**src/rtl/matmul_job_scheduler.sv**
```systemverilog
// Queues matmul jobs and issues them one at a time to the systolic wrapper via start/done.
// Optional build macro SCHED_PERF_EN adds last-job cycle count and completed-job counters.
module matmul_job_scheduler #(
  parameter int unsigned ADDRESS_WIDTH  = 13,
  parameter int unsigned QUEUE_DEPTH    = 4,
  parameter int unsigned TAG_WIDTH      = 4,
  parameter int unsigned TIMEOUT_CYCLES = 4096
) (
  input  logic                             i_clk,
  input  logic                             i_rst,
  input  logic                             i_cmd_valid,
  output logic                             o_cmd_ready,
  input  logic [TAG_WIDTH-1:0]             i_cmd_tag,
  input  logic [ADDRESS_WIDTH-1:0]         i_cmd_addr_w,
  input  logic [ADDRESS_WIDTH-1:0]         i_cmd_addr_x,
  input  logic [ADDRESS_WIDTH-1:0]         i_cmd_addr_out,
  output logic                             o_mm_start,
  output logic [ADDRESS_WIDTH-1:0]         o_mm_base_addr_w,
  output logic [ADDRESS_WIDTH-1:0]         o_mm_base_addr_x,
  output logic [ADDRESS_WIDTH-1:0]         o_mm_base_addr_out,
  input  logic                             i_mm_done,
  output logic                             o_cpl_valid,
  input  logic                             i_cpl_ready,
  output logic [TAG_WIDTH-1:0]             o_cpl_tag,
  output logic                             o_cpl_err,
  output logic                             o_busy,
  output logic [$clog2(QUEUE_DEPTH+1)-1:0] o_queue_count
`ifdef SCHED_PERF_EN
  ,
  output logic [31:0]                      o_perf_last_cycles,
  output logic [31:0]                      o_perf_jobs
`endif
);

  localparam int unsigned PtrW   = $clog2(QUEUE_DEPTH);
  localparam int unsigned CntW   = $clog2(QUEUE_DEPTH + 1);
  localparam int unsigned TimerW = $clog2(TIMEOUT_CYCLES);
  localparam int unsigned EntryW = TAG_WIDTH + 3 * ADDRESS_WIDTH;
  localparam logic [TimerW-1:0] TimerLast = TimerW'(TIMEOUT_CYCLES - 1);

  typedef enum logic [2:0] {
    StIdle,
    StIssue,
    StWait,
    StCpl,
    StHalt
  } state_e;

  state_e r_state;
  state_e w_state_next;

  logic [EntryW-1:0]        r_fifo [QUEUE_DEPTH];
  logic [PtrW-1:0]          r_wr_ptr;
  logic [PtrW-1:0]          r_rd_ptr;
  logic [CntW-1:0]          r_count;
  logic                     w_full;
  logic                     w_push;
  logic                     w_pop;
  logic [EntryW-1:0]        w_head;

  logic                     w_done_ok;
  logic                     w_timeout;
  logic                     w_cpl_hs;
  logic [TimerW-1:0]        r_timer;
  logic [TAG_WIDTH-1:0]     r_cur_tag;
  logic                     r_mm_start;
  logic [ADDRESS_WIDTH-1:0] r_addr_w;
  logic [ADDRESS_WIDTH-1:0] r_addr_x;
  logic [ADDRESS_WIDTH-1:0] r_addr_out;
  logic                     r_cpl_valid;
  logic [TAG_WIDTH-1:0]     r_cpl_tag;
  logic                     r_cpl_err;

  // Full blocks new commands even when a pop happens in the same cycle.
  assign w_full      = (r_count == CntW'(QUEUE_DEPTH));
  assign o_cmd_ready = !w_full && !i_rst;
  assign w_push      = i_cmd_valid && o_cmd_ready;
  assign w_head      = r_fifo[r_rd_ptr];

  always_ff @(posedge i_clk) begin
    if (w_push) begin
      r_fifo[r_wr_ptr] <= {i_cmd_tag, i_cmd_addr_w, i_cmd_addr_x, i_cmd_addr_out};
    end
  end

  always_ff @(posedge i_clk) begin
    if (i_rst) begin
      r_wr_ptr <= '0;
      r_rd_ptr <= '0;
      r_count  <= '0;
    end else begin
      if (w_push) begin
        r_wr_ptr <= r_wr_ptr + PtrW'(1);
      end
      if (w_pop) begin
        r_rd_ptr <= r_rd_ptr + PtrW'(1);
      end
      if (w_push && !w_pop) begin
        r_count <= r_count + CntW'(1);
      end else if (!w_push && w_pop) begin
        r_count <= r_count - CntW'(1);
      end
    end
  end

  always_ff @(posedge i_clk) begin
    if (i_rst) begin
      r_state <= StIdle;
    end else begin
      r_state <= w_state_next;
    end
  end

  always_comb begin
    w_state_next = r_state;
    w_pop        = 1'b0;
    w_done_ok    = 1'b0;
    w_timeout    = 1'b0;
    w_cpl_hs     = 1'b0;
    case (r_state)
      StIdle: begin
        if (r_count != '0) begin
          w_state_next = StIssue;
        end
      end
      StIssue: begin
        w_pop        = 1'b1;
        w_state_next = StWait;
      end
      StWait: begin
        // A done arriving on the expiry cycle still counts as success.
        if (i_mm_done) begin
          w_done_ok    = 1'b1;
          w_state_next = StCpl;
        end else if (r_timer == TimerLast) begin
          w_timeout    = 1'b1;
          w_state_next = StCpl;
        end
      end
      StCpl: begin
        if (i_cpl_ready) begin
          w_cpl_hs     = 1'b1;
          w_state_next = r_cpl_err ? StHalt : StIdle;
        end
      end
      StHalt: begin
        w_state_next = StHalt;
      end
      default: begin
        w_state_next = StIdle;
      end
    endcase
  end

  always_ff @(posedge i_clk) begin
    if (i_rst) begin
      r_mm_start  <= 1'b0;
      r_addr_w    <= '0;
      r_addr_x    <= '0;
      r_addr_out  <= '0;
      r_cur_tag   <= '0;
      r_timer     <= '0;
      r_cpl_valid <= 1'b0;
      r_cpl_tag   <= '0;
      r_cpl_err   <= 1'b0;
    end else begin
      r_mm_start <= w_pop;
      if (w_pop) begin
        {r_cur_tag, r_addr_w, r_addr_x, r_addr_out} <= w_head;
        r_timer <= '0;
      end else if (r_state == StWait && w_state_next == StWait) begin
        r_timer <= r_timer + TimerW'(1);
      end
      if (w_done_ok || w_timeout) begin
        r_cpl_valid <= 1'b1;
        r_cpl_tag   <= r_cur_tag;
        r_cpl_err   <= w_timeout;
      end else if (w_cpl_hs) begin
        r_cpl_valid <= 1'b0;
      end
    end
  end

  assign o_mm_start         = r_mm_start;
  assign o_mm_base_addr_w   = r_addr_w;
  assign o_mm_base_addr_x   = r_addr_x;
  assign o_mm_base_addr_out = r_addr_out;
  assign o_cpl_valid        = r_cpl_valid;
  assign o_cpl_tag          = r_cpl_tag;
  assign o_cpl_err          = r_cpl_err;
  assign o_busy             = (r_state != StIdle) || (r_count != '0);
  assign o_queue_count      = r_count;

`ifdef SCHED_PERF_EN
  logic [31:0] r_perf_last_cycles;
  logic [31:0] r_perf_jobs;

  // The timer holds the cycles since issue when done is sampled.
  always_ff @(posedge i_clk) begin
    if (i_rst) begin
      r_perf_last_cycles <= '0;
      r_perf_jobs        <= '0;
    end else begin
      if (w_done_ok) begin
        r_perf_last_cycles <= 32'(r_timer);
      end
      if (w_cpl_hs) begin
        r_perf_jobs <= r_perf_jobs + 32'd1;
      end
    end
  end

  assign o_perf_last_cycles = r_perf_last_cycles;
  assign o_perf_jobs        = r_perf_jobs;
`endif

`ifndef SYNTHESIS
  a_start_single: assert property (@(posedge i_clk) disable iff (i_rst)
    r_mm_start |=> !r_mm_start);
  a_pop_nonempty: assert property (@(posedge i_clk) disable iff (i_rst)
    w_pop |-> (r_count != '0));
  a_cpl_stable: assert property (@(posedge i_clk) disable iff (i_rst)
    (r_cpl_valid && !i_cpl_ready) |=>
      (r_cpl_valid && $stable(r_cpl_tag) && $stable(r_cpl_err)));
`endif

endmodule

```
**config.mk**
```make
export PLATFORM = sky130hd
export DESIGN_NAME = matmul_job_scheduler
export DESIGN_NICKNAME = d
export VERILOG_FILES = /design/src/rtl/matmul_job_scheduler.sv
export SDC_FILE = /design/constraint.sdc
export NUM_CORES = 1
export LEC_CHECK = 0
export ABC_AREA = 1
export BUFFER_PORTS_ARGS = -buffer_cell sky130_fd_sc_hd__buf_2
export CAP_MARGIN = 15
export CORE_UTILIZATION = 30
export CTS_CLUSTER_SIZE = 12
export DETAILED_ROUTE_END_ITERATION = 8
export GPL_ROUTABILITY_DRIVEN = 1
export PLACE_DENSITY_LB_ADDON = 0.1
export SYNTH_ARGS = -nofsm -noshare
export SYNTH_HDL_FRONTEND = slang
export SYNTH_SLANG_ARGS = --single-unit
export TNS_END_PERCENT = 1
```
**constraint.sdc**
```tcl
create_clock -name i_clk -period 4.1 [get_ports i_clk]
set_input_delay 0.205 -clock i_clk [delete_from_list [all_inputs] [get_ports i_clk]]
set_output_delay 0.205 -clock i_clk [all_outputs]
set_load 0.01 [all_outputs]
```
Word level (Yosys, flattened, before mapping):

Memory sizes are Yosys's and may differ from the RTL's. A register that Yosys moved wholly into a read port is not among the register bits.
Cells that the tools add are included.

* flip-flop bits (word level): 29
* RAM bits: 172
* bits of input ports: 48
* output and inout port bits: 51
* logic and storage cells: 59
* memories: 1

* add/sub/neg operators: 5
* equality and inequality tests: 7
* mux-type cells: 20
* reductions and logical operators: 17

Memories
* r_fifo: depth 4, bits a word 43, rd ports 1, clocked after Yosys merged registers in 1, wr ports 1, line 52 `logic [EntryW-1:0] r_fifo [QUEUE_DEPTH];`

Operator list (count)
* $mux W3: 7
* $pmux W3 S5: 1
* $add A12 B1 Y12 const B: 1
* $eq A12 B12 Y1 const B: 1
* $mux W1: 12
* $eq A3 B2 Y1 const B: 3
* $eq A3 B3 Y1 const B: 2
* $reduce_bool A3 Y1: 2
* $logic_and A1 B1 Y1: 5
* $add A2 B1 Y2 const B: 2
* $logic_not A1 Y1: 4
* $reduce_bool A2 Y1: 2
* $add A3 B1 Y3 const B: 1
* $eq A3 B1 Y1 const B: 1
* $logic_not A3 Y1: 1
* $sub A3 B1 Y3 const B: 1
* $logic_or A1 B1 Y1: 2
* $reduce_or A2 Y1: 1

Logic depth before layout (Yosys ltp):

* word-level depth: 8
* gate-level depth with buffers: 12
* gate-level depth less buffers: 12

Least setup slack after synthesis:

OpenSTA, ideal clock, no wires.

* path type: register to register
* from: reg r_count[1] (netlist: o_queue_count[1])
* to: mem r_fifo[0][0] (netlist name) (enable)
* library setup time: 0.444 ns
* arrival time: 2.893 ns
* data required time: 3.656 ns
* setup slack: 0.763 ns
* cell stages (with the launch flop): 5
* buffers on the path: 0
* period minus slack after synthesis: 3.337 ns
* path through: dfxtp_1 -> inv_1 -> a31oi_1 -> nand2_1 -> nor2_1

* cells in the longest elaborated chain, start to end: 6

RTL lines
* start, declared: line 55 `logic [CntW-1:0] r_count;`
* start signal, assigned: line 99 `r_count <= r_count + CntW'(1);`
* start signal, assigned: line 101 `r_count <= r_count - CntW'(1);`
* $eq A3 B3 Y1: line 75 `assign w_full = (r_count == CntW'(QUEUE_DEPTH));`
* $logic_not A1 Y1: line 76 `assign o_cmd_ready = !w_full && !i_rst;`
* $logic_and A1 B1 Y1: line 76
* named net o_cmd_ready: line 12 `output logic o_cmd_ready,`
* $logic_and A1 B1 Y1: line 77 `assign w_push = i_cmd_valid && o_cmd_ready;`
* $mux W1: line 81 `if (w_push) begin`
* $mux W1 (not written as such): line 82 `r_fifo[r_wr_ptr] <= {i_cmd_tag, i_cmd_addr_w, i_cmd_addr_x, i_cmd_addr_out};`
* end, declared: line 52

The timed path passes the listed nets, and every way through them passes these cells.

Worst setup path in the final report:

* from: reg r_count[1] (netlist: o_queue_count[1])
* to: reg r_count[2] (netlist: o_queue_count[2])

* cells in the longest elaborated chain, start to end: 7
* elaborated cells between the ends (all ways): 12
* those cells by class: 2 x add/sub; 1 x eq/ne; 2 x mux; 7 x reduce/logical

RTL lines
* $eq A3 B3 Y1 *: line 75
* $logic_not A1 Y1 *: line 76
* $logic_and A1 B1 Y1 *: line 76
* $logic_and A1 B1 Y1 *: line 77
* named net w_push: line 57 `logic w_push;`
* $logic_not A1 Y1: line 100 `end else if (!w_push && w_pop) begin`
* $logic_and A1 B1 Y1: line 100
* $reduce_bool A2 Y1 (no source line)

The timed path passes the listed nets; every way through them passes the cells marked *. The select of a mux whose other input is x is not followed.
A chain may end at the register's enable or synchronous reset.

==> metrics.txt <==
maximum clock path buffer count 3; Seq. cell area ~0.0066 mm2; DP Cell Count between 1000 and 1500; outcome complete, no violations; final worst-path setup slack approximately 1.8 ns; Psw slightly below 2 mW; Sw Ratio 30.0%; utilization after layout 38.1%; post-route minimum period 2.27 ns; # rows 63; Leakage ~4.2 nW; Die Y-Extent around 180 um; vias in the first global route about 6200; drt drc 0; Slew Limit Fails 0; post-synth top area cell edfxtp_1; syn nets roughly 790; max layer used met4; H-Tree Depth 1; total chip power 6.58 mW; crit path kind reg2reg; Via density roughly 4.7; gpl congestion roughly 0.76; Async SR Flop Fraction 0%; post-route ant nets 0; latest clock arrival within the worst-skew pair approximately 0.55 ns; area of the die 0.0316 mm2; WP data required around 4.6 ns; Power Dens Cells 575 mW/mm2; WL met2 between 10 and 15 mm; post-synth top area share between 50% and 60%; number of flops mapped to enable cells by yosys roughly 170; largest net degree at the start of global routing 88; commonest non-fill, non-tap cells in the layout edfxtp_1, buf_2, nor2_1, o21ai_0, dfxtp_1; final cell count without fillers roughly 1300; routed length per instance between 15 and 20 um; Port Buffers roughly 100; Yosys cell types 30; Finished Cell Area ~0.011 mm2; combinational share of power 20.3%; post-DP HPWL 12.0 mm; GRT Residual Overflow 0; Root Buffer clkbuf_16; post-route setup TNS 0 ns; final setup fails 0; Initial DRC Count around 300; Initial Utilization about 31%; Syn. warnings 0; Area contributors post-synth edfxtp_1, dfxtp_1, o21ai_0; most common cell after layout, fill and taps aside edfxtp_1; Setup WS pre-CTS 1.84 ns; register share of total power 45.4%; clock transition at the registers of the reported paths approximately 0.060 ns; Die X ~180 um; total global-route track usage 14.3%; Seq/Total Area, Yosys between 70% and 80%; final clock skew approximately 0.020 ns; Least-Margin Pin Slew between 0.9 and 1 ns; Pint 4.61 mW; first-pass GRT wire length between 30 and 40 mm; Synth Instances 730; max cap viols 0; DRT Wirelength between 20 and 25 mm; Area Growth Syn to Fin 23.7%; Tcrit/Tclk final a little under three fifths; PostCTS Resize Cnt 0; multi-input gate area in the final layout between 0.002 and 0.0025 mm2; max frequency between 400 and 500 MHz; met3 WL ~880 um; share of layout cells above drive strength 1 ~22%; worst hold path class in2reg; flop and latch count out of synthesis 244; vias just over 6000; initial antenna violation count 0; crit end category flop; tightest hold margin between 0.3 and 0.4 ns; clk sink count around 240; CTS tree done; Slew HR ~35%; Max FO, Critical Path 9; Clk network pwr share 34.2%; Hold Violations, Final 0; syn avg cell area between 10 and 15 um2; Antenna Cells 0; CP arrival approximately 2.7 ns; M1 WL 9.94 mm; fillers 2909; I/O pin total around 100; ys flop type edfxtp_1; VDD IR max 0.375 mV; Placed Area between 0.01 and 0.015 mm2; CP Launch Type flop; DR pass1 iterations 4; TritonCTS Buffers 28; core area about 0.030 mm2; mapped cell area slightly above 0.009 mm2; unrepaired setup endpoints after global routing false; Nets slightly above 900
## what timing repair did
action | 4_1_cts | 5_1_grt
endpoints found under the hold margin | 176 | 0
setup endpoints to repair | 0 | 0
hold buffers | 46 | 0
setup buffers | 0 | 0
## sequential cells by signal, indices dropped and copies added, names as in the netlist
signal	flops
r_state	3
r_rd_ptr	2
r_timer	12
o_cpl_err	1
o_queue_count	3
o_mm_base_addr_x	13
o_cpl_tag	4
r_fifo	172
o_mm_start	1
r_wr_ptr	2
o_mm_base_addr_w	13
o_mm_base_addr_out	13
o_cpl_valid	1
r_cur_tag	4
## path summary, 6_finish.rpt
path,startpoint,end,cells past startpoint,slack [ns]
max,o_queue_count[1],o_queue_count[2],12,1.83
min,i_cmd_valid,r_wr_ptr[0],3,0.33
min reg2reg,r_cur_tag[2],o_cpl_tag[2],2,0.47
max reg2reg,o_queue_count[1],o_queue_count[2],12,1.83
## power by group through the flow
stage | clock (mW) | sequential (mW) | combinational [mW]
floorplan | 0 | 3.08 | 0.869
global placement | 0 | 3.03 | 1.31
detailed placement | 0 | 3.04 | 1.34
CTS | 2.34 | 2.99 | 1.38
global route | 2.44 | 3.02 | 1.51
finish | 2.25 | 2.99 | 1.34
## cells in the mapped netlist (5+ instances only)
cell and instances:
a22o_1 40, o21ai_0 96, xor2_1 5, nand2_1 48
ha_1 6, nand3_1 12, dfxtp_1 72, a21oi_1 12
o22ai_1 43, nand3_2 11, nor2_1 101, inv_2 9
inv_1 26, edfxtp_1 172, buf_2 9, a21oi_2 11
nand4_1 5, clkbuf_1 24
## logic make-up (layout without fill, tap and decap cells)
logic type      count (synthesis)  after routing  share of synthesized area [%]
flops                         244            244                           71.4
compound gates                208            208                           13.9
simple gates                  189            189                           9.35
buf+inv                        75            240                           3.66
fa+ha+maj                       7              7                           1.03
xor+xnor                        7              7                          0.662
## cell type report
type,instances,share of cell area (%)
inverters,35,1.15
repair buffers,153,8.90
flip-flops and latches,244,57.8
well taps,390,4.26
clock inverters,16,0.962
multi-input cells,411,20.5
clock buffers,36,6.47
## worst max-delay path: stages, from the launching register on
cell and delay (ns):
dfxtp_1 0.37, inv_1 0.10, a31oi_1 0.21, nand2_1 0.35, inv_1 0.15, ha_1 0.15, inv_1 0.06, fa_1 0.38
nor2_1 0.11, nor2_1 0.05, nand2_1 0.07, o21ai_0 0.07, a21oi_1 0.13
## layer usage
metal  up-vias  GRT usage (%)
li1       2947              -
met1      2983           18.3
met2       119           24.9
met3        29           2.55
met4         0           3.28
met5         -              0
Note: power is estimated with default switching activity, not from simulation.
